==> config.mk <==
export PLATFORM = sky130hd
export DESIGN_NAME = mux2_rr_arbiter
export DESIGN_NICKNAME = d
export VERILOG_FILES = /design/src/rtl/mux2_rr_arbiter.sv
export SDC_FILE = /design/constraint.sdc
export NUM_CORES = 1
export LEC_CHECK = 0
export ABC_AREA = 1
export CAP_MARGIN = 20
export CORE_UTILIZATION = 34
export CTS_BUF_LIST = sky130_fd_sc_hd__clkbuf_2
export DETAILED_ROUTE_END_ITERATION = 6
export PLACE_DENSITY = 0.86
export SLEW_MARGIN = 20
export SYNTH_ARGS = -nofsm -noshare
export SYNTH_HDL_FRONTEND = slang
export SYNTH_SLANG_ARGS = --single-unit
==> constraint.sdc <==
create_clock -name clk -period 2.15 [get_ports clk]
set_input_delay 0.645 -clock clk [delete_from_list [all_inputs] [get_ports clk]]
set_output_delay 0.645 -clock clk [all_outputs]
set_load 0.005 [all_outputs]
==> src/rtl/mux2_rr_arbiter.sv <==
// Round-robin grant sequencer for a shared 2:1 valid/ready mux; grants are held for a whole packet.
// Optional MUX2_ARB_BURST_LIMIT_EN caps each grant at MAX_BURST beats.
module mux2_rr_arbiter #(
  parameter int WIDTH     = 8,
  parameter int MAX_BURST = 4
) (
  input  logic             clk,
  input  logic             rst_n,
  input  logic             in0_valid,
  input  logic [WIDTH-1:0] in0_data,
  input  logic             in0_last,
  output logic             in0_ready,
  input  logic             in1_valid,
  input  logic [WIDTH-1:0] in1_data,
  input  logic             in1_last,
  output logic             in1_ready,
  output logic             out_valid,
  output logic [WIDTH-1:0] out_data,
  output logic             out_last,
  input  logic             out_ready,
  output logic             sel,
  output logic [1:0]       grant
);

  // State encoding doubles as the one-hot grant.
  typedef enum logic [1:0] {
    IDLE = 2'b00,
    G0   = 2'b01,
    G1   = 2'b10
  } state_t;

  state_t state, state_next;
  logic   prio, prio_next;
  logic   sel_next;
  logic   xfer;
  logic   release_now;

  assign grant = state;

  always_comb begin
    out_data  = sel ? in1_data : in0_data;
    out_last  = sel ? in1_last : in0_last;
    out_valid = 1'b0;
    in0_ready = 1'b0;
    in1_ready = 1'b0;
    case (state)
      G0: begin
        out_valid = in0_valid;
        in0_ready = out_ready;
      end
      G1: begin
        out_valid = in1_valid;
        in1_ready = out_ready;
      end
      default: ;
    endcase
  end

  assign xfer = out_valid && out_ready;

`ifdef MUX2_ARB_BURST_LIMIT_EN
  logic [7:0] beats;
  logic       burst_hit;

  // The transfer that brings beats up to MAX_BURST ends the grant.
  assign burst_hit   = (beats == 8'(MAX_BURST - 1));
  assign release_now = xfer && (out_last || burst_hit);

  always_ff @(posedge clk or negedge rst_n) begin
    if (!rst_n) begin
      beats <= 8'd0;
    end else if (release_now) begin
      beats <= 8'd0;
    end else if (xfer && (beats != 8'(MAX_BURST))) begin
      beats <= beats + 8'd1;
    end
  end
`else
  assign release_now = xfer && out_last;
`endif

  always_comb begin
    state_next = state;
    prio_next  = prio;
    case (state)
      IDLE: begin
        if (in0_valid && in1_valid) begin
          state_next = prio ? G1 : G0;
        end else if (in0_valid) begin
          state_next = G0;
        end else if (in1_valid) begin
          state_next = G1;
        end
      end
      G0: begin
        if (release_now) begin
          prio_next  = 1'b1;
          state_next = in1_valid ? G1 : IDLE;
        end
      end
      G1: begin
        if (release_now) begin
          prio_next  = 1'b0;
          state_next = in0_valid ? G0 : IDLE;
        end
      end
      default: state_next = IDLE;
    endcase
    // sel keeps its last granted value while idle.
    sel_next = sel;
    if (state_next == G0) begin
      sel_next = 1'b0;
    end else if (state_next == G1) begin
      sel_next = 1'b1;
    end
  end

  always_ff @(posedge clk or negedge rst_n) begin
    if (!rst_n) begin
      state <= IDLE;
      prio  <= 1'b0;
      sel   <= 1'b0;
    end else begin
      state <= state_next;
      prio  <= prio_next;
      sel   <= sel_next;
    end
  end

endmodule

# == Word level (Yosys, flattened, before mapping) ==
# Cells that the tools add are included.
# op_classes
n_eq_ne,6
n_mux,19
n_reduce_logical,7
# ops
cell,count
$mux W2,7
$mux W1,8
$mux W8,1
$pmux W2 S3,1
$eq A2 B1 Y1 const B,2
$eq A2 B2 Y1 const B,2
$ne A2 B2 Y1 const B,2
$pmux W1 S2,2
$reduce_bool A2 Y1,2
$logic_and A1 B1 Y1,3
$reduce_and A3 Y1,1
$logic_not A2 Y1,1
# word_totals
register_bits,4
input_bits,23
output_inout_bits,15
wordCells,35

# == Longest topological paths before layout ==
# depth
word_depth,9
ltp_mapped,13
mapped_depth_nobuf,13

# == Least setup slack after synthesis ==
# Ideal clock, no wire load.
# synth_path
kind,register to register
from,"reg state[0], in the netlist grant[0]"
to,reg sel
setup_ps,126
arrival_time_ps,1678
required_ps,2024
path_slack_ps,346
stages_incl_launch_ff,13
n_path_buf,0
period_less_slack_ps,1804
cell_sequence,dfrtp_1 > inv_1 > ha_1 > nand2_1 > nand2_1 > nand2_2 > o21ai_0 > nand2_1 > nor2_1 > nor2_1 > ha_1 > nand2_1 > o21ai_0
# synth_via
elab_chain_len,8
word_cells_on_any_way,16
cone_classes,4 x eq/ne; 8 x mux; 4 x reduce/logical
# synth_rtl
element,line_no,rtl
from (decl),32,"state_t state, state_next;"
from (signal assigned),124,state <= state_next;
$eq A2 B2 Y1 / $eq A2 B1 Y1 (equally long branches),"46, 85",
$pmux W1 S2,46,case (state)
$logic_and A1 B1 Y1,59,assign xfer = out_valid && out_ready;
$logic_and A1 B1 Y1,79,assign release_now = xfer && out_last;
$mux W2 (on tied branches),"102, 96",
$pmux W2 S3 (*),85,case (state)
named net state_next[0],32,
$eq A2 B1 Y1 / $eq A2 B2 Y1 (equally long branches),"111, 113",
$mux W1 / $reduce_bool A2 Y1 (equally long branches),--,
to (signal assigned),126,sel <= sel_next;
to (decl),21,"output logic sel,"
# Mark *: on every way through the listed nets, which the timed path passes. The rest lies on a longest branch.
# A chain may end at the register's enable or synchronous reset.

# == Final worst setup path ==
# layout_path
from,in in0_data[0]
to,out out_data[0]
# layout_via
elab_chain_len,1
# layout_rtl
element,line_no,rtl
from (decl),10,"input logic [WIDTH-1:0] in0_data,"
$mux W8,41,out_data = sel ? in1_data : in0_data;
to (decl),18,"output logic [WIDTH-1:0] out_data,"
# No other way between the ends.

==> metrics <==
Final Hold Viols=0; vias=693; Root Driver=clkbuf_2; Reg-to-Reg Start=grant[0]; CTS sink cnt=4; # setup viols final=0; sw power=0.471 mW; fraction of layout cells with a size suffix above 1=0.248; min-delay worst type=reg2reg; cell area after synthesis=499 um^2; initial antenna violation count=0; site row count=13; Max Fclk=473 MHz; fin crit period=2.11 ns; Worst R2R End=sel; ant diodes=0; #FFs+latches synth=4; syn_area_per_cell=6.09 um^2; flop-to-flop setup slack=0.16 ns; Worst Setup SP=in0_data[0]; sw frac=0.427; worst r2r path cells=13; Static Leakage=0.579 nW; Mapped Nets=110; Max-cap violations=0; worst vdd ir=671 uV; sequential share of power=0.126; Distinct cells, synth=17; Post-Syn Instances=82; Worst-path clk slew=0.04 ns; Starting Density=0.374; Routed WL=1840 um; Pwr Total=1.10 mW; kind of critical path=in2out; register area share after synthesis=0.201; Comb pwr share=0.813; largest net degree at the start of global routing=10; fin. max-slew vios=0; Overflow after GRT=0; fin crit share=0.984; vias per inst=4.56; DRC Markers=0; DR iter-0 viols=8; CP Capture Type=primary output; PD cells=1050 nW/um^2; clk buf depth=2; Die W=40.3 um; CP startpoint kind=input port; Antenna Violating Nets Remaining=0; crit-path max FO=1; clock power share=0.061; total CTS buffers=3; setup_tns=0 ns; drt pass-1 iters=4; final setup skew=0.000779 ns; vias in the first global route=607; worst skew pair latency=0.21 ns; critical path endpoint=out_data[0]; WL/cell=12.1 um; Synth-to-Final Area Change=110%; CTS tree=done; final-stage net count=167; Worst Max-Slew Pin Slew=0.240 ns; Max H-tree Level=1; Int Power=0.632 mW; hold_ws=0.563 ns; RD Place Congestion=0.681; CP arrival=1.47 ns; post-DP HPWL=1360 um; IO Count=38; Worst Path Required=1.50 ns; chip height=40.3 um; Worst slew margin=0.840; Die ar.=1630 um^2; core area=1330 um^2; status=complete, no violations; first-pass GRT wire length=2480 um; # hold bufs at CTS=0; PortBufs=37; All-Layer GR Usage=0.233; Syn. warnings=0
-- logic make-up after synthesis --
family / Yosys count / synth area share
AO/OA/AOI/OAI: 10 / 0.110
adder cells (fa/ha/maj): 5 / 0.125
buffers and inverters: 14 / 0.120
flip-flops: 4 / 0.201
AND/OR/NAND/NOR: 49 / 0.444
-- repair_timing --
| action | 4_1_cts | 5_1_grt |
|---|---|---|
| setup endpoints to repair | 13 | 5 |
| resized for setup | 23 | 13 |
| setup buffers | 3 | 1 |
| pin swaps | 4 | 8 |
| hold endpoints to repair | 0 | 0 |
-- how the worst min path moves through the flow --
stage | start | to | slack, ns | depth (start not counted)
3_3_place_gp | prio | prio | 0.55 | 2
3_5_place_dp | prio | prio | 0.55 | 2
4_1_cts | prio | prio | 0.56 | 2
5_1_grt | prio | prio | 0.58 | 2
6_report | prio | prio | 0.56 | 2
2_1_floorplan | rst_n | grant[0] | 0.35 | 0
-- power by group through the flow --
stage | Sequential, mW | Clock (mW) | Combinational, mW
5_1_grt | 0.142 | 0.0782 | 0.992
3_3_place_gp | 0.139 | 0 | 0.774
4_1_cts | 0.136 | 0.0685 | 0.812
3_5_place_dp | 0.141 | 0 | 0.805
2_1_floorplan | 0.145 | 0 | 0.366
6_report | 0.139 | 0.0669 | 0.897
-- flip-flops by register name (all words and copies together) (netlist names) --
register  flops
grant         2
sel           1
prio          1
-- worst max-delay path, cell delays in order --
cell             delay [ns]
clkdlybuf4s50_1        0.49
nand2_1                0.08
nand2_1                0.06
clkdlybuf4s15_1        0.20
-- metrics by stage --
step / util / setup WS [ns] / area [um^2] / std cells
after CTS: 0.748 / -0.00409 / 997 / 151
after global placement: 0.725 / -0.362 / 967 / 145
after global routing: 0.785 / -0.00751 / 1050 / 152
after floorplan: - / 0.346 / 499 / 82
final: 0.785 / 0.0352 / 1050 / 152
after detailed placement: 0.725 / -0.395 / 967 / 145
-- cell usage after synthesis (all sizes together) --
master   n  area [um^2]
o21bai   1         7.51
nand3    2         22.5
nor2     7         36.3
a21oi    4         20.0
o211ai   1         7.51
dfrtp    4          100
o21ai    4         20.0
ha       5         62.6
inv     13         48.8
buf      1         11.3
nand2   40          163
-- final cells by class --
type,instances,area (um^2)
Fill cell,96,287
Inverter,13,48.8
Tap cell,15,18.8
Clock buffer,3,15.0
Sequential cell,4,100
Multi-Input combinational cell,64,370
Timing Repair Buffer,53,494
-- layout by cell type, fill, tap and decap left out, types with 2 or more instances in the layout --
cell             count
a21oi_1              4
dlymetal6s2s_1       2
nand2_1             37
ha_4                 2
ha_1                 2
o21ai_1              2
clkbuf_2             3
buf_4               14
inv_1                9
nand2_2              2
buf_6                2
dfrtp_1              4
dlygate4sd2_1        8
clkdlybuf4s50_1     21
clkdlybuf4s15_1      5
nor2_1               5
inv_2                4
-- routing by layer --
layer,routed length (um),share of wire,GRT usage
met1,801,0.44,0.252
met4,64,0.035,0.158
met5,0,0,0
met2,933,0.51,0.405
met3,39,0.021,0.0444
Power figures use the tool's default switching activity.
